## src/rtl/multi_cycle_controller_pkg.sv

```systemverilog
// Shared encodings for the multi-cycle controller: opcodes, FSM states, op classes and mux selects.
// No logic, constants only.
// Imported by the controller and its opcode interpreter.
package multi_cycle_controller_pkg;

    localparam logic [5:0] OP_RTYPE = 6'b000000;
    localparam logic [5:0] OP_J     = 6'b000010;
    localparam logic [5:0] OP_JAL   = 6'b000011;
    localparam logic [5:0] OP_BEQ   = 6'b000100;
    localparam logic [5:0] OP_ADDI  = 6'b001000;
    localparam logic [5:0] OP_ANDI  = 6'b001100;
    localparam logic [5:0] OP_ORI   = 6'b001101;
    localparam logic [5:0] OP_XORI  = 6'b001110;
    localparam logic [5:0] OP_LUI   = 6'b001111;
    localparam logic [5:0] OP_LW    = 6'b100011;
    localparam logic [5:0] OP_SW    = 6'b101011;

    typedef enum logic [2:0] {
        S_FETCH  = 3'd0,
        S_DECODE = 3'd1,
        S_EXEC   = 3'd2,
        S_MEM    = 3'd3,
        S_WB     = 3'd4
    } state_e;

    typedef enum logic [2:0] {
        CLS_R   = 3'd0,
        CLS_IMM = 3'd1,
        CLS_LW  = 3'd2,
        CLS_SW  = 3'd3,
        CLS_BEQ = 3'd4,
        CLS_J   = 3'd5,
        CLS_JAL = 3'd6,
        CLS_ILL = 3'd7
    } op_class_e;

    localparam logic [2:0] ALU_ADD   = 3'd0;
    localparam logic [2:0] ALU_SUB   = 3'd1;
    localparam logic [2:0] ALU_AND   = 3'd2;
    localparam logic [2:0] ALU_OR    = 3'd3;
    localparam logic [2:0] ALU_XOR   = 3'd4;
    localparam logic [2:0] ALU_LUI   = 3'd5;
    localparam logic [2:0] ALU_FUNCT = 3'd6;

    localparam logic [1:0] PC_SRC_SEQ    = 2'd0;
    localparam logic [1:0] PC_SRC_BRANCH = 2'd1;
    localparam logic [1:0] PC_SRC_JUMP   = 2'd2;

    localparam logic [1:0] REG_DST_RT  = 2'd0;
    localparam logic [1:0] REG_DST_RD  = 2'd1;
    localparam logic [1:0] REG_DST_R31 = 2'd2;

    localparam logic [1:0] WB_SEL_ALU = 2'd0;
    localparam logic [1:0] WB_SEL_MEM = 2'd1;
    localparam logic [1:0] WB_SEL_PC  = 2'd2;

    localparam int WAIT_W = 8;

endpackage

```

## src/rtl/multi_cycle_controller_instruction_interpreter.sv

```systemverilog
// Instruction_Interpreter: classifies the opcode and picks the EXEC-phase ALU op and operand source.
// Purely combinational, zero latency; no handshake.
// jal is recognised only when MULTI_CYCLE_CONTROLLER_JAL_EN is defined, otherwise it is illegal.
module Instruction_Interpreter
    import multi_cycle_controller_pkg::*;
(
    input  logic [5:0] op_i,
    output logic [2:0] cls_o,
    output logic [2:0] alu_op_o,
    output logic       alu_src_imm_o
);

    always_comb begin
        cls_o         = CLS_ILL;
        alu_op_o      = ALU_ADD;
        alu_src_imm_o = 1'b0;
        case (op_i)
            OP_RTYPE: begin cls_o = CLS_R;   alu_op_o = ALU_FUNCT; end
            OP_ADDI:  begin cls_o = CLS_IMM; alu_op_o = ALU_ADD; alu_src_imm_o = 1'b1; end
            OP_ANDI:  begin cls_o = CLS_IMM; alu_op_o = ALU_AND; alu_src_imm_o = 1'b1; end
            OP_ORI:   begin cls_o = CLS_IMM; alu_op_o = ALU_OR;  alu_src_imm_o = 1'b1; end
            OP_XORI:  begin cls_o = CLS_IMM; alu_op_o = ALU_XOR; alu_src_imm_o = 1'b1; end
            OP_LUI:   begin cls_o = CLS_IMM; alu_op_o = ALU_LUI; alu_src_imm_o = 1'b1; end
            OP_LW:    begin cls_o = CLS_LW;  alu_op_o = ALU_ADD; alu_src_imm_o = 1'b1; end
            OP_SW:    begin cls_o = CLS_SW;  alu_op_o = ALU_ADD; alu_src_imm_o = 1'b1; end
            OP_BEQ:   begin cls_o = CLS_BEQ; alu_op_o = ALU_SUB; end
            OP_J:     cls_o = CLS_J;
`ifdef MULTI_CYCLE_CONTROLLER_JAL_EN
            OP_JAL:   cls_o = CLS_JAL;
`endif
            default:  ;
        endcase
    end

endmodule

```

## src/rtl/multi_cycle_controller.sv

```systemverilog
// Multi-cycle control FSM (FETCH/DECODE/EXEC/MEM/WB) driving datapath strobes.
// 2..5 cycles per instruction with zero-wait memory; strobes are combinational from the current state.
// Stalls on mem_ready; after MEM_WAIT_MAX unacknowledged cycles it flags bus_error and refetches.
module multi_cycle_controller
    import multi_cycle_controller_pkg::*;
#(
    parameter int MEM_WAIT_MAX = 15
) (
    input  logic       clk,
    input  logic       rst,
    input  logic [5:0] op,
    input  logic       zero,
    input  logic       mem_ready,
    output logic [2:0] state,
    output logic       pc_write,
    output logic [1:0] pc_src,
    output logic       ir_write,
    output logic       mem_req,
    output logic       mem_we,
    output logic       mem_addr_sel,
    output logic       reg_write,
    output logic [1:0] reg_dst,
    output logic [1:0] wb_sel,
    output logic       alu_src_imm,
    output logic [2:0] alu_op,
    output logic       instr_done,
    output logic       illegal_op,
    output logic       bus_error
);

    localparam logic [WAIT_W-1:0] WAIT_LAST = 8'(MEM_WAIT_MAX - 1);

    state_e              state_q, state_d;
    logic [WAIT_W-1:0]   wait_q, wait_d;
    logic [2:0]          cls;
    logic [2:0]          dec_alu_op;
    logic                dec_alu_imm;

    Instruction_Interpreter u_interp (
        .op_i          (op),
        .cls_o         (cls),
        .alu_op_o      (dec_alu_op),
        .alu_src_imm_o (dec_alu_imm)
    );

    assign state = state_q;

    always_ff @(posedge clk) begin
        if (rst) begin
            state_q <= S_FETCH;
            wait_q  <= '0;
        end else begin
            state_q <= state_d;
            wait_q  <= wait_d;
        end
    end

    always_comb begin
        state_d      = state_q;
        wait_d       = '0;
        pc_write     = 1'b0;
        pc_src       = PC_SRC_SEQ;
        ir_write     = 1'b0;
        mem_req      = 1'b0;
        mem_we       = 1'b0;
        mem_addr_sel = 1'b0;
        reg_write    = 1'b0;
        reg_dst      = REG_DST_RT;
        wb_sel       = WB_SEL_ALU;
        alu_src_imm  = 1'b0;
        alu_op       = ALU_ADD;
        instr_done   = 1'b0;
        illegal_op   = 1'b0;
        bus_error    = 1'b0;

        case (state_q)
            S_FETCH: begin
                mem_req = 1'b1;
                if (mem_ready) begin
                    ir_write = 1'b1;
                    pc_write = 1'b1;
                    state_d  = S_DECODE;
                end else if (wait_q == WAIT_LAST) begin
                    // PC untouched, so staying in FETCH retries the same address
                    bus_error = 1'b1;
                end else begin
                    wait_d = wait_q + 8'd1;
                end
            end
            S_DECODE: begin
                case (cls)
                    CLS_J: begin
                        pc_write   = 1'b1;
                        pc_src     = PC_SRC_JUMP;
                        instr_done = 1'b1;
                        state_d    = S_FETCH;
                    end
                    CLS_JAL: begin
                        reg_write  = 1'b1;
                        reg_dst    = REG_DST_R31;
                        wb_sel     = WB_SEL_PC;
                        pc_write   = 1'b1;
                        pc_src     = PC_SRC_JUMP;
                        instr_done = 1'b1;
                        state_d    = S_FETCH;
                    end
                    CLS_ILL: begin
                        illegal_op = 1'b1;
                        instr_done = 1'b1;
                        state_d    = S_FETCH;
                    end
                    default: state_d = S_EXEC;
                endcase
            end
            S_EXEC: begin
                alu_op      = dec_alu_op;
                alu_src_imm = dec_alu_imm;
                if (cls == CLS_BEQ) begin
                    pc_write   = zero;
                    pc_src     = PC_SRC_BRANCH;
                    instr_done = 1'b1;
                    state_d    = S_FETCH;
                end else if (cls == CLS_LW || cls == CLS_SW) begin
                    state_d = S_MEM;
                end else begin
                    state_d = S_WB;
                end
            end
            S_MEM: begin
                mem_req      = 1'b1;
                mem_addr_sel = 1'b1;
                mem_we       = (cls == CLS_SW);
                if (mem_ready) begin
                    if (cls == CLS_SW) begin
                        instr_done = 1'b1;
                        state_d    = S_FETCH;
                    end else begin
                        state_d = S_WB;
                    end
                end else if (wait_q == WAIT_LAST) begin
                    bus_error = 1'b1;
                    state_d   = S_FETCH;
                end else begin
                    wait_d = wait_q + 8'd1;
                end
            end
            S_WB: begin
                reg_write  = 1'b1;
                instr_done = 1'b1;
                reg_dst    = (cls == CLS_R)  ? REG_DST_RD : REG_DST_RT;
                wb_sel     = (cls == CLS_LW) ? WB_SEL_MEM : WB_SEL_ALU;
                state_d    = S_FETCH;
            end
            default: state_d = S_FETCH;
        endcase

        // Reset silences every strobe immediately so an interrupted instruction leaves no write behind
        if (rst) begin
            state_d      = S_FETCH;
            wait_d       = '0;
            pc_write     = 1'b0;
            pc_src       = PC_SRC_SEQ;
            ir_write     = 1'b0;
            mem_req      = 1'b0;
            mem_we       = 1'b0;
            mem_addr_sel = 1'b0;
            reg_write    = 1'b0;
            reg_dst      = REG_DST_RT;
            wb_sel       = WB_SEL_ALU;
            alu_src_imm  = 1'b0;
            alu_op       = ALU_ADD;
            instr_done   = 1'b0;
            illegal_op   = 1'b0;
            bus_error    = 1'b0;
        end
    end

endmodule

```

## config.mk

```make
export PLATFORM = sky130hd
export DESIGN_NAME = multi_cycle_controller
export DESIGN_NICKNAME = d
export VERILOG_FILES = /design/src/rtl/multi_cycle_controller_pkg.sv /design/src/rtl/multi_cycle_controller_instruction_interpreter.sv /design/src/rtl/multi_cycle_controller.sv
export SDC_FILE = /design/constraint.sdc
export NUM_CORES = 1
export LEC_CHECK = 0
export ABC_AREA = 1
export ABC_CLOCK_PERIOD_IN_PS = 4800
export CAP_MARGIN = 5
export CORE_MARGIN = 4
export CORE_UTILIZATION = 49
export CTS_CLUSTER_SIZE = 28
export DETAILED_ROUTE_END_ITERATION = 16
export HOLD_SLACK_MARGIN = 0.12
export MAX_ROUTING_LAYER = met4
export PLACE_DENSITY = 0.93
export SETUP_SLACK_MARGIN = 0.4
export SLEW_MARGIN = 5
export SYNTH_ARGS = -nofsm -noshare
export SYNTH_HDL_FRONTEND = slang
export SYNTH_SLANG_ARGS = --single-unit
```

## constraint.sdc

```tcl
create_clock -name clk -period 4.8 [get_ports clk]
set_input_delay 1.2 -clock clk [delete_from_list [all_inputs] [get_ports clk]]
set_output_delay 1.2 -clock clk [all_outputs]
set_load 0.01 [all_outputs]
```

==> results of run 1 <==
-- worst max-delay path: cells and delay by family --
family / cells / cell delay [ns]
and+or+nand+nor: 7 / 0.80
buffers and inverters: 3 / 1.21
-- final timing paths --
path	from	to	slack, ns	depth (start not counted)
worst min register to register	wait_q[3]	wait_q[3]	0.49	2
worst min-delay path	wait_q[3]	wait_q[3]	0.49	2
worst max-delay path	op[5]	wb_sel[0]	0.39	10
worst max register to register	wait_q[0]	wait_q[6]	3.43	8
-- cells in the mapped netlist, types with 3 or more instances --
library cell,count,area share (%)
nor3_1,5,2.6
nand3_1,15,7.7
inv_2,6,2.3
a21oi_1,3,1.5
nand2_1,26,10
nor2_2,4,2.6
nand4_1,3,1.9
inv_1,25,9.7
dfxtp_1,11,23
nand3_2,5,5.2
nor2_1,26,10
-- area by class of cell --
cell class	instances	area [um2]	share of cell area (%)
flip-flops and latches	11	220	16.2
multi-input cells	111	651	47.8
inverters	31	116	8.54
clock buffers	4	26.3	1.93
well taps	25	31.3	2.30
repair buffers	31	318	23.3
-- registers in the layout, indices dropped and copies added, names as in the netlist --
signal / flops
state: 3
wait_q: 8
-- routing by layer --
| layer | vias to the layer above | GRT usage, % | share of wire [%] |
|---|---|---|---|
| li1 | 557 | - | - |
| met1 | 527 | 25.5 | 39 |
| met2 | 72 | 39.0 | 50 |
| met3 | 15 | 5.98 | 7.5 |
| met4 | 0 | 4.26 | 3.9 |
| met5 | - | - | 0 |
-- timing repair --
item | in CTS | in global routing
setup endpoints to repair | 0 | 5
setup buffers | 0 | 2
gates resized for setup | 0 | 9
-- layout by cell type (no fill, tap or decap), types with 4 or more instances in the layout --
master,netlist,final
inv_2,6,6
nor3_1,5,4
clkdlybuf4s50_1,0,24
nor2_1,26,26
inv_1,25,25
dlymetal6s2s_1,0,5
nand3_1,15,15
nand2_1,26,26
dfxtp_1,11,11
nor2_2,4,4
-- through the flow --
step                      cell area [um2]  worst slack [ns]  hold WS (ns)
after CTS                            1300             0.421         0.501
after global routing                 1360             0.273         0.542
after global placement               1280             0.517         0.465
after floorplan                       975              1.51         0.452
after detailed placement             1280             0.446         0.491
final                                1360             0.393         0.494
-- cell families after synthesis --
family / after synthesis / synth area share (%)
DFF: 11 / 22.7
buffers and inverters: 34 / 13.9
AOI/OAI and AO/OA: 11 / 8.38
adders and majority gates: 2 / 2.58
and+or+nand+nor: 93 / 50.3
other: 1 / 0.386
xor gates and xnor gates: 2 / 1.80
-- power breakdown --
group	switching (W)	internal, W	total (W)
Sequential	0.00000304	0.0000932	0.0000963
Clock	0.0000333	0.0000321	0.0000654
Combinational	0.0000366	0.0000252	0.0000618
Total	0.0000730	0.000151	0.000224
==> flow_summary.json, run 1 <==
{
  "fin_crit_sh_pct": 91.8,
  "clockRootBuffer": "clkbuf_4",
  "numPortBuffers": 29,
  "grt_pass1_wl_mm": 4.56,
  "leakage_nw": 0.663,
  "syn_to_final_growth_pct": 40.3,
  "routedWlPerCell_um": 14.0,
  "setup-tns-final_ns": 0,
  "drt_iter0_markers": 56,
  "row_count": 15,
  "clock-sinks": 11,
  "die_h_um": 52.5,
  "grt_pass1_vias": 1074,
  "end_kind": "primary output",
  "setup_viol": 0,
  "async_reset_ff_share_pct": 0,
  "grt_util_all_layers_pct": 22.3,
  "status": "complete, no violations",
  "hold_viol": 0,
  "worst_slew_pin_slew_ns": 0.496,
  "netlist_instances": 154,
  "dp.cells": 206,
  "drc": 0,
  "p_per_area_nw_per_um2": 164,
  "place_congestion": 0.906,
  "startpoint_type": "input pin",
  "antenna_found_initial": 0,
  "cts_tree": "done",
  "critPathMaxStageDelay_ns": 0.58,
  "ys_seq_area_share_pct": 22.7,
  "crit_chain": "clkdlybuf4s50_1 -> inv_1 -> nor2_1 -> nand3_2 -> nand2_1 -> nor2_2 -> nand2_2 -> nand4_1 -> nor2_1 -> clkdlybuf4s50_1",
  "required_ns": 3.60,
  "postRouteAntennaNets": 0,
  "grt_max_degree": 12,
  "dp_hpwl_mm": 2.03,
  "path_clk_slew_ns": 0.07,
  "arrival_ns": 3.21,
  "max-vdd-ir-drop_v": 0.000161,
  "maxSlewViolCount": 0,
  "ys.warnings.count": 0,
  "drive_gt1_share_pct": 17.6,
  "clk_latency_ns": 0.27,
  "fin_crit_ns": 4.41,
  "rsz0062_at_grt": "no",
  "ctsHoldBuffers": 0,
  "overflow": 0,
  "routed-via-count": 1171,
  "start_util_pct": 53.9,
  "cp_slowest_cell": "clkdlybuf4s50_1",
  "synth_edf_count": 0,
  "syn_area_um2": 971,
  "viasPerCell": 5.50,
  "ios": 32,
  "routed_wl_mm": 2.98,
  "final_cells": 213,
  "syn_area_per_cell_um2": 6.30,
  "hold_path.class": "register to register",
  "cts_buffer_depth": 2,
  "htree_levels": 1,
  "critPathKind": "input pin to primary output",
  "power_w": 0.000224,
  "ys_ff_latch": 11,
  "num-nets-final": 201,
  "fillers": 139,
  "die-width_um": 52.5,
  "fin_util_pct": 75.6,
  "drt_first_pass_iters": 4,
  "synth_ff_type": "dfxtp_1",
  "maxCapViolCount": 0,
  "die-area_um2": 2760,
  "diodes": 0,
  "path_max_fanout": 5,
  "fmax_mhz": 227,
  "numCtsBuffers": 3,
  "clock_skew_ns": 0.00941,
  "relSlewSlack_pct": 66.8,
  "core_area_um2": 1800,
  "synth_cell_type_count": 28
}
No activity file was read; power rests on OpenSTA's default activity.
==> run 2, diff against run 1 <==
--- a/config.mk
+++ b/config.mk
@@ -8,7 +8,7 @@
 export ABC_AREA = 1
 export ABC_CLOCK_PERIOD_IN_PS = 4800
 export CAP_MARGIN = 5
-export CORE_MARGIN = 4
+export CORE_MARGIN = 1.5
 export CORE_UTILIZATION = 49
 export CTS_CLUSTER_SIZE = 28
 export DETAILED_ROUTE_END_ITERATION = 16
@@ -16,7 +16,7 @@
 export MAX_ROUTING_LAYER = met4
 export PLACE_DENSITY = 0.93
 export SETUP_SLACK_MARGIN = 0.4
-export SLEW_MARGIN = 5
+export SLEW_MARGIN = 40
 export SYNTH_ARGS = -nofsm -noshare
 export SYNTH_HDL_FRONTEND = slang
 export SYNTH_SLANG_ARGS = --single-unit
==> flow_summary.json, run 2 (same netlist as run 1, synthesis figures left out) <==
{
  "startpoint_type": "input pin",
  "maxCapViolCount": 0,
  "core_area_um2": 1800,
  "cts_tree": "done",
  "hold_viol": 0,
  "cts_setup_buffers": 0,
  "holdPathStages": 2,
  "critPathMaxStageDelay_ns": 0.64,
  "path_depth": 5,
  "arrival_ns": 3.01,
  "start_util_pct": 53.9,
  "numCtsBuffers": 3,
  "numPortBuffers": 29,
  "drive_gt1_share_pct": 17.2,
  "die-area_um2": 2260,
  "cp_num_buf_inv": 2,
  "holdWs_ns": 0.489,
  "critPathMostFrequentCell": "clkdlybuf4s50_1",
  "p_per_area_nw_per_um2": 164,
  "ios": 32,
  "largest-register": "wait_q",
  "die_h_um": 47.5,
  "antenna_found_initial": 0,
  "grt_pass1_vias": 965,
  "routedWlPerCell_um": 12.3,
  "routed_wl_mm": 2.60,
  "drc": 0,
  "grt_pass1_wl_mm": 3.91,
  "crit_chain": "clkdlybuf4s50_1 -> nor3_1 -> nand4_1 -> nor2_1 -> clkdlybuf4s50_1",
  "drt_first_pass_iters": 4,
  "clockRootBuffer": "clkbuf_4",
  "rsz0062_at_grt": "no",
  "hold_path.class": "register to register",
  "path_max_fanout": 11,
  "htree_levels": 1,
  "cp_slowest_cell": "clkdlybuf4s50_1",
  "leakage_nw": 0.652,
  "crit_family": "buffers and inverters",
  "grt_max_degree": 12,
  "postRouteAntennaNets": 0,
  "die-width_um": 47.5,
  "multi_input_area_um2": 648,
  "syn_to_final_growth_pct": 38.8,
  "reg2reg_depth": 8,
  "dpl_worst_slack_ns": 0.472,
  "clock-sinks": 11,
  "routed-via-count": 1107,
  "place_congestion": 0.828,
  "overflow": 0,
  "drt_iter0_markers": 43,
  "row_count": 15,
  "clk_latency_ns": 0.27,
  "layout_setup_ws_ns": 0.594,
  "fin_util_pct": 74.8,
  "fin_crit_sh_pct": 87.6,
  "cts_buffer_depth": 2,
  "stdcell_area_um2": 1350,
  "fillers": 136,
  "final_cell_mix": "nand2_1 (26), inv_1 (25), nor2_1 (24)",
  "grt_util_all_layers_pct": 24.9,
  "path_clk_slew_ns": 0.07,
  "maxSlewViolCount": 0,
  "ctsHoldBuffers": 0,
  "setup-tns-final_ns": 0,
  "clock_skew_ns": 0.00104,
  "seqCellArea_um2": 220,
  "viasPerCell": 5.25,
  "ctsResizeCount": 0,
  "diodes": 0,
  "layout_commonest_cell": "nand2_1",
  "critPathKind": "input pin to primary output",
  "fin_crit_ns": 4.21,
  "dp_hpwl_mm": 1.91,
  "num-nets-final": 199,
  "max-vdd-ir-drop_v": 0.000156,
  "status": "complete, no violations",
  "fmax_mhz": 238,
  "required_ns": 3.60,
  "end_kind": "primary output",
  "setup_viol": 0,
  "largest_register_ffs": 8,
  "place_area_um2": 1280
}
-- run 2: cell count changes in the layout (fill, tap and decap cells not counted), sizes merged --
cell           change
clkdlybuf4s50      -1
buf                -2
dlymetal6s2s       +1
-- run 2: area by class of cell --
cell class / instances / share of cell area (%)
multi-input combinational: 111 / 48.1
timing repair buffer: 29 / 22.7
sequential: 11 / 16.3
inverter: 31 / 8.64
tap: 25 / 2.32
clock buffer: 4 / 1.95
-- run 2: through the flow --
step                power, W  std cells
floorplan           0.000130        155
global placement    0.000151        206
detailed placement  0.000153        206
CTS                 0.000216        210
global route        0.000229        211
finish              0.000221        211
-- run 2: tightest hold or removal path, delay by kind of cell, from the launching register on --
kind	cells	cell delay, ns
simple gates	1	0.06
flops	1	0.32
compound gates	1	0.06
-- run 2: worst paths after layout --
path | from | endpoint | slack [ns]
hold / removal | wait_q[3] | wait_q[3] | 0.49
setup reg to reg | wait_q[1] | wait_q[6] | 3.42
hold reg to reg | wait_q[3] | wait_q[3] | 0.49
setup / recovery | rst | wb_sel[0] | 0.59
-- run 2: power breakdown --
part           leakage (nW)  total [W]  switching [W]  internal [W]
clock network        0.0150  0.0000661      0.0000338     0.0000323
logic                 0.548  0.0000587      0.0000344     0.0000243
registers            0.0891  0.0000964     0.00000322     0.0000932
-- run 2: per-layer routing --
layer,routed length [um],GRT usage (%),vias up
li1,-,-,552
met1,1090,27.6,488
met2,1260,44.6,60
met3,211,7.55,7
met4,36,3.33,0
met5,0,-,-
==> run 3, diff against run 2 <==
--- a/config.mk
+++ b/config.mk
@@ -8,7 +8,6 @@
 export ABC_AREA = 1
 export ABC_CLOCK_PERIOD_IN_PS = 4800
 export CAP_MARGIN = 5
-export CORE_MARGIN = 1.5
 export CORE_UTILIZATION = 49
 export CTS_CLUSTER_SIZE = 28
 export DETAILED_ROUTE_END_ITERATION = 16
==> flow_summary.json, run 3 (same netlist as run 1, synthesis figures left out) <==
{
  "numCtsBuffers": 3,
  "largest-register": "wait_q",
  "routed_wl_mm": 2.49,
  "drt_first_pass_iters": 4,
  "startpoint_type": "input pin",
  "reg2reg_depth": 8,
  "routed-via-count": 1096,
  "max-vdd-ir-drop_v": 0.000122,
  "hold_viol": 0,
  "required_ns": 3.60,
  "ctsHoldBuffers": 0,
  "place_congestion": 0.853,
  "fin_crit_sh_pct": 89.8,
  "final_cell_mix": "nand2_1 (26), nor2_1 (25), inv_1 (25)",
  "postRouteAntennaNets": 0,
  "r2r_setup_slack_ns": 3.41,
  "path_max_fanout": 8,
  "viasPerCell": 5.19,
  "die-width_um": 46.5,
  "hp-start": "wait_q[3]",
  "fin_util_pct": 75.6,
  "drive_gt1_share_pct": 16.7,
  "hold_path.class": "register to register",
  "drc": 0,
  "rsz0062_at_grt": "yes",
  "fillers": 128,
  "layout_setup_ws_ns": 0.492,
  "leakage_nw": 0.682,
  "setup_viol": 0,
  "layout_commonest_cell": "nand2_1",
  "clock_skew_ns": 0.00217,
  "holdPathStages": 2,
  "grt_util_all_layers_pct": 24.4,
  "maxSlewViolCount": 0,
  "stdcell_area_um2": 1350,
  "largest_register_ffs": 8,
  "start_util_pct": 54.5,
  "num-nets-final": 199,
  "clk_latency_ns": 0.26,
  "path_clk_slew_ns": 0.07,
  "end_kind": "primary output",
  "overflow": 0,
  "fin_crit_ns": 4.31,
  "antenna_found_initial": 0,
  "ios": 32,
  "die_h_um": 46.5,
  "status": "complete, no violations",
  "row_count": 15,
  "fmax_mhz": 232,
  "routedWlPerCell_um": 11.8,
  "grt_pass1_wl_mm": 3.74,
  "critPathKind": "input pin to primary output",
  "cts_tree": "done",
  "grt_pass1_vias": 980,
  "p_per_area_nw_per_um2": 160,
  "setup-tns-final_ns": 0,
  "numPortBuffers": 29,
  "die-area_um2": 2160,
  "clock-sinks": 11,
  "holdWs_ns": 0.497,
  "clockRootBuffer": "clkbuf_4",
  "syn_to_final_growth_pct": 38.9,
  "core_area_um2": 1780,
  "grt_max_degree": 12,
  "r2r_end": "wait_q[6]",
  "drt_iter0_markers": 24,
  "place_area_um2": 1280,
  "cts_buffer_depth": 2,
  "dp_hpwl_mm": 1.86,
  "seqCellArea_um2": 220,
  "dpl_worst_slack_ns": 0.482,
  "multi_input_area_um2": 642,
  "diodes": 0,
  "maxCapViolCount": 0,
  "htree_levels": 1,
  "whs_endpoint": "wait_q[3]",
  "arrival_ns": 3.11,
  "r2r-start": "wait_q[0]"
}
## run 3: how the worst max path moves through the flow
stage                     start    endpoint  slack (ns)  depth (start not counted)
after floorplan             rst  reg_dst[0]        1.51                          4
after global placement    op[3]  reg_dst[0]        0.55                          9
after detailed placement  op[1]  reg_dst[0]        0.48                          9
after CTS                 op[1]  reg_dst[0]        0.47                          9
after global routing      op[4]   alu_op[1]        0.36                          8
final                     op[4]   alu_op[1]        0.49                          8
## run 3: per-layer routing
layer	vias to the layer above	part of all wire [%]	global-route usage, %
met5	-	0	-
met4	0	1.7	5.88
met3	6	5.8	6.27
met2	44	48	41.1
met1	496	45	28.6
li1	550	-	-
## run 3: power by group
group / internal [W] / leakage (nW) / switching, W
combinational: 0.0000245 / 0.578 / 0.0000326
sequential: 0.0000932 / 0.0891 / 0.00000320
clock: 0.0000321 / 0.0150 / 0.0000304
## run 3: final cells by class
cell class	instances	area share, %
inverter	31	8.63
tap	25	2.32
timing repair buffer	30	23.2
multi-input combinational	110	47.6
clock buffer	4	1.95
sequential	11	16.3
## run 3: timing repair
| action | CTS | global route |
|---|---|---|
| resized for setup | 0 | 10 |
| setup endpoints to repair | 0 | 3 |
| buffers inserted | 0 | 1 |
## run 3: stage by stage
stage               power [W]  cells
floorplan            0.000130    155
global placement     0.000151    206
detailed placement   0.000153    206
CTS                  0.000214    210
global route         0.000227    211
finish               0.000216    211
## run 3: critical path, stage by stage
cell             delay, ns
clkdlybuf4s50_1       0.46
nor2_4                0.28
buf_4                 0.17
nand2_1               0.04
nor3_1                0.22
nor2_1                0.07
nor2_1                0.12
clkdlybuf4s50_1       0.55
